$ cat src/rtl/posit_encoder_if.sv
// Field-form request and packed-word response of the posit encoder.
// master drives the decoded fields, slave (the encoder) returns posit_num/done/busy.
interface posit_encoder_if;
  logic              start;
  logic              sign;
  logic signed [5:0] k;
  logic [2:0]        exp_value;
  logic [31:0]       mantissa;
  logic              ZERO;
  logic              NAR;
  logic [31:0]       posit_num;
  logic              done;
  logic              busy;

  modport master (
    output start, sign, k, exp_value, mantissa, ZERO, NAR,
    input  posit_num, done, busy
  );

  modport slave (
    input  start, sign, k, exp_value, mantissa, ZERO, NAR,
    output posit_num, done, busy
  );
endinterface

$ cat src/rtl/posit_encoder.sv
// Multi-cycle posit<32,3> encoder: packs sign/regime/exponent/fraction into a word.
// Define POSIT_ENC_ROUND_EN for round-to-nearest-even; otherwise dropped bits truncate.
//
// state  | meaning
// IDLE   | waiting for start; ZERO/NAR resolved here directly
// REGIME | shift one regime bit (run or terminator) per cycle into body
// EXP    | append the exponent bits that still fit
// FRAC   | fill the remaining body bits from the fraction
// ROUND  | register posit_num (rounded when enabled), raise done
// FINISH | done high for exactly this cycle
module posit_encoder (
  input  logic           clk,
  input  logic           rst,
  posit_encoder_if.slave bus
);

  typedef enum logic [2:0] {
    S_IDLE,
    S_REGIME,
    S_EXP,
    S_FRAC,
    S_ROUND,
    S_FINISH
  } state_t;

  localparam logic signed [5:0] K_HI    = 6'sd30;
  localparam logic signed [5:0] K_LO_IN = -6'sd31;
  localparam logic signed [5:0] K_LO    = -6'sd30;
  localparam logic [30:0]       MAXPOS  = 31'h7FFF_FFFF;

  state_t      state;
  logic        sign_r;
  logic [2:0]  exp_r;
  logic [30:0] frac_r;
  logic        regime_bit;
  logic [4:0]  run_left;
  logic [4:0]  reg_left;
  logic [4:0]  reg_total;
  logic [30:0] body;

  logic signed [5:0] k_cl;
  logic [4:0]  run_n;
  logic [4:0]  rlen_n;
  logic        regime_out;
  logic [4:0]  avail;
  logic [1:0]  e_n;
  logic [4:0]  f_n;
  logic [30:0] body_exp;
  logic [30:0] body_frac;
  logic [30:0] body_rnd;

`ifdef POSIT_ENC_ROUND_EN
  logic        guard;
  logic        sticky;
  logic [2:0]  exp_drop;
  logic [30:0] frac_drop;
  logic        round_up;
`endif

  // Regime length from the clamped k; k in [-30,30] keeps every count within 5 bits.
  always_comb begin
    k_cl = bus.k;
    if (bus.k >= K_HI)
      k_cl = K_HI;
    else if (bus.k <= K_LO_IN)
      k_cl = K_LO;
    run_n  = k_cl[5] ? (5'd0 - k_cl[4:0]) : (k_cl[4:0] + 5'd1);
    rlen_n = (run_n == 5'd31) ? 5'd31 : (run_n + 5'd1);
  end

  always_comb begin
    regime_out = (run_left != 5'd0) ? regime_bit : ~regime_bit;
    avail      = 5'd31 - reg_total;
    e_n        = (avail >= 5'd3) ? 2'd3 : avail[1:0];
    f_n        = avail - {3'd0, e_n};
    body_exp   = (body << e_n) | {28'd0, exp_r >> (2'd3 - e_n)};
    body_frac  = (body << f_n) | (frac_r >> (5'd31 - f_n));
  end

`ifdef POSIT_ENC_ROUND_EN
  // Body is never zero after packing, so only the saturation case needs guarding.
  always_comb begin
    exp_drop  = exp_r << e_n;
    frac_drop = frac_r << f_n;
    round_up  = guard & (sticky | body[0]) & (body != MAXPOS);
    body_rnd  = body + {30'd0, round_up};
  end
`else
  always_comb begin
    body_rnd = body;
  end
`endif

  always_ff @(posedge clk) begin
    if (rst) begin
      state         <= S_IDLE;
      bus.posit_num <= 32'd0;
      bus.done      <= 1'b0;
      bus.busy      <= 1'b0;
      sign_r        <= 1'b0;
      exp_r         <= 3'd0;
      frac_r        <= 31'd0;
      regime_bit    <= 1'b0;
      run_left      <= 5'd0;
      reg_left      <= 5'd0;
      reg_total     <= 5'd0;
      body          <= 31'd0;
`ifdef POSIT_ENC_ROUND_EN
      guard         <= 1'b0;
      sticky        <= 1'b0;
`endif
    end else begin
      case (state)
        S_IDLE: begin
          bus.done <= 1'b0;
          if (bus.start) begin
            bus.busy <= 1'b1;
            if (bus.NAR) begin
              bus.posit_num <= 32'h8000_0000;
              bus.done      <= 1'b1;
              state         <= S_FINISH;
            end else if (bus.ZERO) begin
              bus.posit_num <= 32'd0;
              bus.done      <= 1'b1;
              state         <= S_FINISH;
            end else begin
              sign_r     <= bus.sign;
              exp_r      <= bus.exp_value;
              frac_r     <= bus.mantissa[30:0];
              regime_bit <= ~k_cl[5];
              run_left   <= run_n;
              reg_left   <= rlen_n;
              reg_total  <= rlen_n;
              body       <= 31'd0;
`ifdef POSIT_ENC_ROUND_EN
              guard      <= 1'b0;
              sticky     <= 1'b0;
`endif
              state      <= S_REGIME;
            end
          end
        end

        S_REGIME: begin
          body     <= {body[29:0], regime_out};
          reg_left <= reg_left - 5'd1;
          if (run_left != 5'd0)
            run_left <= run_left - 5'd1;
          if (reg_left == 5'd1)
            state <= S_EXP;
        end

        S_EXP: begin
          body <= body_exp;
`ifdef POSIT_ENC_ROUND_EN
          // Exponent truncated: its leftover bits lead, the whole fraction is sticky.
          if (e_n != 2'd3) begin
            guard  <= exp_drop[2];
            sticky <= (|exp_drop[1:0]) | (|frac_r);
          end
`endif
          state <= S_FRAC;
        end

        S_FRAC: begin
          body <= body_frac;
`ifdef POSIT_ENC_ROUND_EN
          if (e_n == 2'd3) begin
            guard  <= frac_drop[30];
            sticky <= |frac_drop[29:0];
          end
`endif
          state <= S_ROUND;
        end

        S_ROUND: begin
          bus.posit_num <= {sign_r, body_rnd};
          bus.done      <= 1'b1;
          state         <= S_FINISH;
        end

        S_FINISH: begin
          bus.done <= 1'b0;
          bus.busy <= 1'b0;
          state    <= S_IDLE;
        end

        default: begin
          bus.done <= 1'b0;
          bus.busy <= 1'b0;
          state    <= S_IDLE;
        end
      endcase
    end
  end

endmodule

$ cat src/flat_wrapper.sv
// flat-port wrapper written by rule: the top's interface ports become plain ports
module posit_encoder_flat 
  (clk, rst, bus_start, bus_sign, bus_k, bus_exp_value, bus_mantissa, bus_ZERO, bus_NAR, bus_posit_num, bus_done, bus_busy);
  posit_encoder_if bus_i ();
  input  logic clk;
  input  logic rst;
  input wire logic [$bits(bus_i.start)-1:0] bus_start;
  input wire logic [$bits(bus_i.sign)-1:0] bus_sign;
  input wire logic [$bits(bus_i.k)-1:0] bus_k;
  input wire logic [$bits(bus_i.exp_value)-1:0] bus_exp_value;
  input wire logic [$bits(bus_i.mantissa)-1:0] bus_mantissa;
  input wire logic [$bits(bus_i.ZERO)-1:0] bus_ZERO;
  input wire logic [$bits(bus_i.NAR)-1:0] bus_NAR;
  output wire logic [$bits(bus_i.posit_num)-1:0] bus_posit_num;
  output wire logic [$bits(bus_i.done)-1:0] bus_done;
  output wire logic [$bits(bus_i.busy)-1:0] bus_busy;
  assign bus_i.start = bus_start;
  assign bus_i.sign = bus_sign;
  assign bus_i.k = bus_k;
  assign bus_i.exp_value = bus_exp_value;
  assign bus_i.mantissa = bus_mantissa;
  assign bus_i.ZERO = bus_ZERO;
  assign bus_i.NAR = bus_NAR;
  assign bus_posit_num = bus_i.posit_num;
  assign bus_done = bus_i.done;
  assign bus_busy = bus_i.busy;
  posit_encoder u_core (.clk(clk), .rst(rst), .bus(bus_i));
endmodule
$ cat config.mk
export PLATFORM = sky130hd
export DESIGN_NAME = posit_encoder_flat
export DESIGN_NICKNAME = d
export VERILOG_FILES = /design/src/rtl/posit_encoder_if.sv /design/src/rtl/posit_encoder.sv /design/src/flat_wrapper.sv
export SDC_FILE = /design/constraint.sdc
export NUM_CORES = 1
export LEC_CHECK = 0
export ABC_CLOCK_PERIOD_IN_PS = 3330
export CORE_MARGIN = 5
export CORE_UTILIZATION = 53
export CTS_CLUSTER_SIZE = 20
export DETAILED_ROUTE_END_ITERATION = 10
export HOLD_SLACK_MARGIN = 0.06
export PLACE_DENSITY = 0.77
export SYNTH_ARGS = -nofsm -noshare
export SYNTH_HDL_FRONTEND = slang
export SYNTH_SLANG_ARGS = --single-unit
$ cat constraint.sdc
create_clock -name clk -period 3.33 [get_ports clk]
set_clock_uncertainty 0.05 [all_clocks]
set_input_delay 0.8325 -clock clk [delete_from_list [all_inputs] [get_ports clk]]
set_output_delay 0.8325 -clock clk [all_outputs]
set_load 0.01 [all_outputs]
==> flow_summary_export.csv <==
group,metric,value,unit
power,peakVddDrop,0.3884,mV
yosys,synth_top_area_share,26.87,%
clock_tree,cts_buffers,17,
floorplanning,start_util,53.65,%
worst_setup_path,crit_family,"multiplexers",
clock_tree,cts_sinks,119,
sta,fmax,318.2,MHz
worst_setup_path,path_buf_inv,2,
detailed_routing,viasPerCell,6.544,
sta,final.period_utilization,94.37,%
clock_tree,cts_resized,0,
yosys,syn_area,8865,µm²
layout,layout.cells.non_filler,1283,
sta,drv_slew,0,
placement,io_buffers,79,
clock_tree,cts_tree,"done",
worst_setup_path,required,3.57,ns
worst_setup_path,cpMostUsedCell,"mux2i_1",
clock_tree,clockBufferDepth,2,
sta,layout_min_cycle_time,3.143,ns
clock_tree,root_buffer,"clkbuf_16",
grt,grt_pass1_wl,42770,µm
floorplanning,io_pins,81,
worst_setup_path,crit_slowest_cell,"mux4_2",
grt,grt_pass1_vias,8113,
grt,track_usage,26.97,%
flow_run,drv_cap,0,
detailed_routing,avgRoutedWirePerCell,20.64,µm
layout,syn2layout_area_growth,21.57,%
grt,grt_max_degree,65,
floorplanning,design.die.area,19410,µm²
yosys,synthSimpleGateAreaFrac,12.42,%
power,leakage,4.100,nW
sta,finalSetupViolCount,0,
layout,drive_gt1_share,16.27,%
clock_tree,ctsHoldBuffers,0,
detailed_routing,route.detailed.drc,0,
clock_tree,htree_num_levels,4,
yosys,synth_edf_count,0,
worst_hold_path,hold_class,"reg2reg",
yosys,synth_nets,1039,
sta,rsz0062_at_grt,"false",
detailed_routing,drtIter0Drc,1171,
yosys,synth_xor_area_share,1.200,%
sta,hold_violations,0,
worst_setup_path,rr_worst_depth,11,
sta,holdWs,0.4023,ns
worst_setup_path,end_kind,"flip-flop",
floorplanning,die_w,139.3,µm
power,power.total,4.608,mW
yosys,synth_top_family_by_area,"multiplexers",
worst_setup_path,worstSetupPathType,"reg2reg",
clock_tree,clock_latency,0.43,ns
worst_setup_path,cp.depth,11,
yosys,synth_fa_ha_area_share,0.8469,%
yosys,synth_compound_area_share,19.22,%
placement,place_inst,1251,
worst_setup_path,worstSetupStartpointType,"flip-flop",
sta,setup_tns,0,ns
worst_hold_path,min-delay-start,"u_core.frac_r[0]",
yosys,syn_area_per_cell,8.991,µm²
sta,slew_headroom,49.21,%
status,status,"finished clean",
yosys,synthArstFlopShare,0,%
worst_setup_path,arrival,3.38,ns
power,power_density,427.5,nW/µm²
yosys,ys_ff_latch,119,
yosys,synthMuxAreaShare,33.82,%
worst_setup_path,rrSetupSlack,0.19,ns
yosys,synth-warning-count,0,
placement,post-place-ws,-0.1449,ns
sta,layout_setup_ws,0.1874,ns
grt,antenna_found_initial,0,
yosys,synth_area_leader_cell,"dfxtp_1",
clock_tree,clk_pin_slew,0.06,ns
worst_setup_path,worstReg2RegEnd,"u_core.body[18]",
floorplanning,fp.dieH,139.3,µm
yosys,yosysUniqueCellTypes,63,
detailed_routing,antenna_left,0,
worst_setup_path,startpoint,"u_core.reg_total[3]",
worst_setup_path,cpPeakStageDelay,0.55,ns
yosys,synthTopCellsByArea,"dfxtp_1, mux2i_1, mux4_2, nand2_1, a21oi_1",
detailed_routing,wirelength,26480,µm
floorplanning,row_count,47,
clock_tree,postCtsSetupBuffers,0,
placement,hpwl,18190,µm
worst_setup_path,critPathMaxFanout,9,
worst_setup_path,crit_chain,"nand3_2 -> and2_4 -> clkinv_8 -> ha_4 -> xnor2_4 -> buf_4 -> mux2i_1 -> mux2i_1 -> mux4_2 -> a21oi_1 -> o221ai_1",
detailed_routing,drtPass1Iterations,6,
layout,antenna_cells,0,
grt,grt_overflow,0,
floorplanning,core_region_area,16520,µm²
worst_setup_path,crit_end,"u_core.body[18]",
layout,fin_nets,1103,
worst_setup_path,rr_startpoint,"u_core.reg_total[3]",
placement,place.gp.congestion,1.012,
sta,tightestPinTransition,0.7618,ns
yosys,synth_ff_type,"dfxtp_1",
yosys,postSynthCellCount,986,
yosys,ys_seq_area_share,26.87,%
detailed_routing,route.vias.total,8396,
==> cell families after synthesis <==
group,after synthesis
fa+ha+maj,6
xor+xnor,10
mux,254
flops,119
compound gates,239
simple gates,250
buf+inv,108
==> through the flow <==
stage	utilization, %	area [µm²]
2_1_floorplan	-	8962
3_3_place_gp	61.29	10130
3_5_place_dp	61.29	10130
4_1_cts	65.17	10770
5_1_grt	65.22	10780
6_report	65.22	10780
==> cells in the mapped netlist, drive strengths merged, types with 10 or more instances <==
cell / n
a21oi: 65
o21ai: 25
o22ai: 11
mux2i: 205
a211oi: 12
clkbuf: 64
o211ai: 10
dfxtp: 119
nor2: 80
a222oi: 29
nor3: 14
nand2: 108
mux2: 14
buf: 36
mux4: 35
a22oi: 36
==> layout make-up <==
type                    count  area, µm²
multi-input cells         759       6073
fillers                  1351       5748
flip-flops and latches    119       2382
repair buffers            145       1363
clock buffers              22      474.2
well taps                 220      275.3
clock inverters            10      166.4
inverters                   8      42.54
==> power breakdown <==
part | leakage [nW] | total [mW] | internal, mW | switching [mW]
Combinational | 2.84 | 1.04 | 0.455 | 0.589
Clock | 0.295 | 2.02 | 1.31 | 0.702
Sequential | 0.963 | 1.55 | 1.48 | 0.0685
Total | 4.10 | 4.61 | 3.25 | 1.36
==> placed cells by master, fill, tap and decap left out, drive strengths merged, types with 8 or more instances in the layout <==
cell type,n
a21oi,65
mux2i,205
a22oi,36
nor2,80
dfxtp,119
o211ai,10
a211o,8
a222oi,29
inv,8
a221o,8
nor3,14
buf,67
nand2,108
clkbuf,22
mux2,14
mux4,35
a211oi,12
o21ai,25
o22ai,11
clkdlybuf4s50,78
==> how the worst min path moves through the flow <==
stage | endpoint | slack, ns | depth (start not counted)
after floorplan | u_core.exp_r[0] | 0.38 | 2
after global placement | u_core.frac_r[0] | 0.40 | 2
after detailed placement | u_core.frac_r[0] | 0.40 | 2
after CTS | u_core.frac_r[0] | 0.41 | 2
after global routing | u_core.frac_r[0] | 0.45 | 2
final | u_core.frac_r[0] | 0.40 | 2
==> worst register-to-register path: stages (launching register included) <==
cell and delay [ns]:
dfxtp_1 0.32, nand3_2 0.10, and2_4 0.19, clkinv_8 0.05
ha_4 0.19, xnor2_4 0.38, buf_4 0.25, mux2i_1 0.41
mux2i_1 0.24, mux4_2 0.55, a21oi_1 0.15, o221ai_1 0.13
==> state kept, by name, summed over array words and instances (netlist names) <==
name / count
u_core.frac_r: 31
u_core.run_left: 5
u_core.sign_r: 1
u_core.reg_total: 5
u_core.bus.done: 1
u_core.reg_left: 5
u_core.body: 31
u_core.state: 3
u_core.exp_r: 3
u_core.regime_bit: 1
u_core.bus.busy: 1
u_core.bus.posit_num: 32
==> layer usage <==
metal / vias up / share of wire, % / global-route usage, % / routed length, µm
li1: 3875 / - / - / -
met1: 3998 / 41 / 35.26 / 10810
met2: 433 / 47 / 42.44 / 12350
met3: 90 / 8.2 / 5.660 / 2180
met4: 0 / 4.3 / 13.34 / 1136
met5: - / 0 / 0 / 0
No activity file was read; power rests on OpenSTA's default activity.
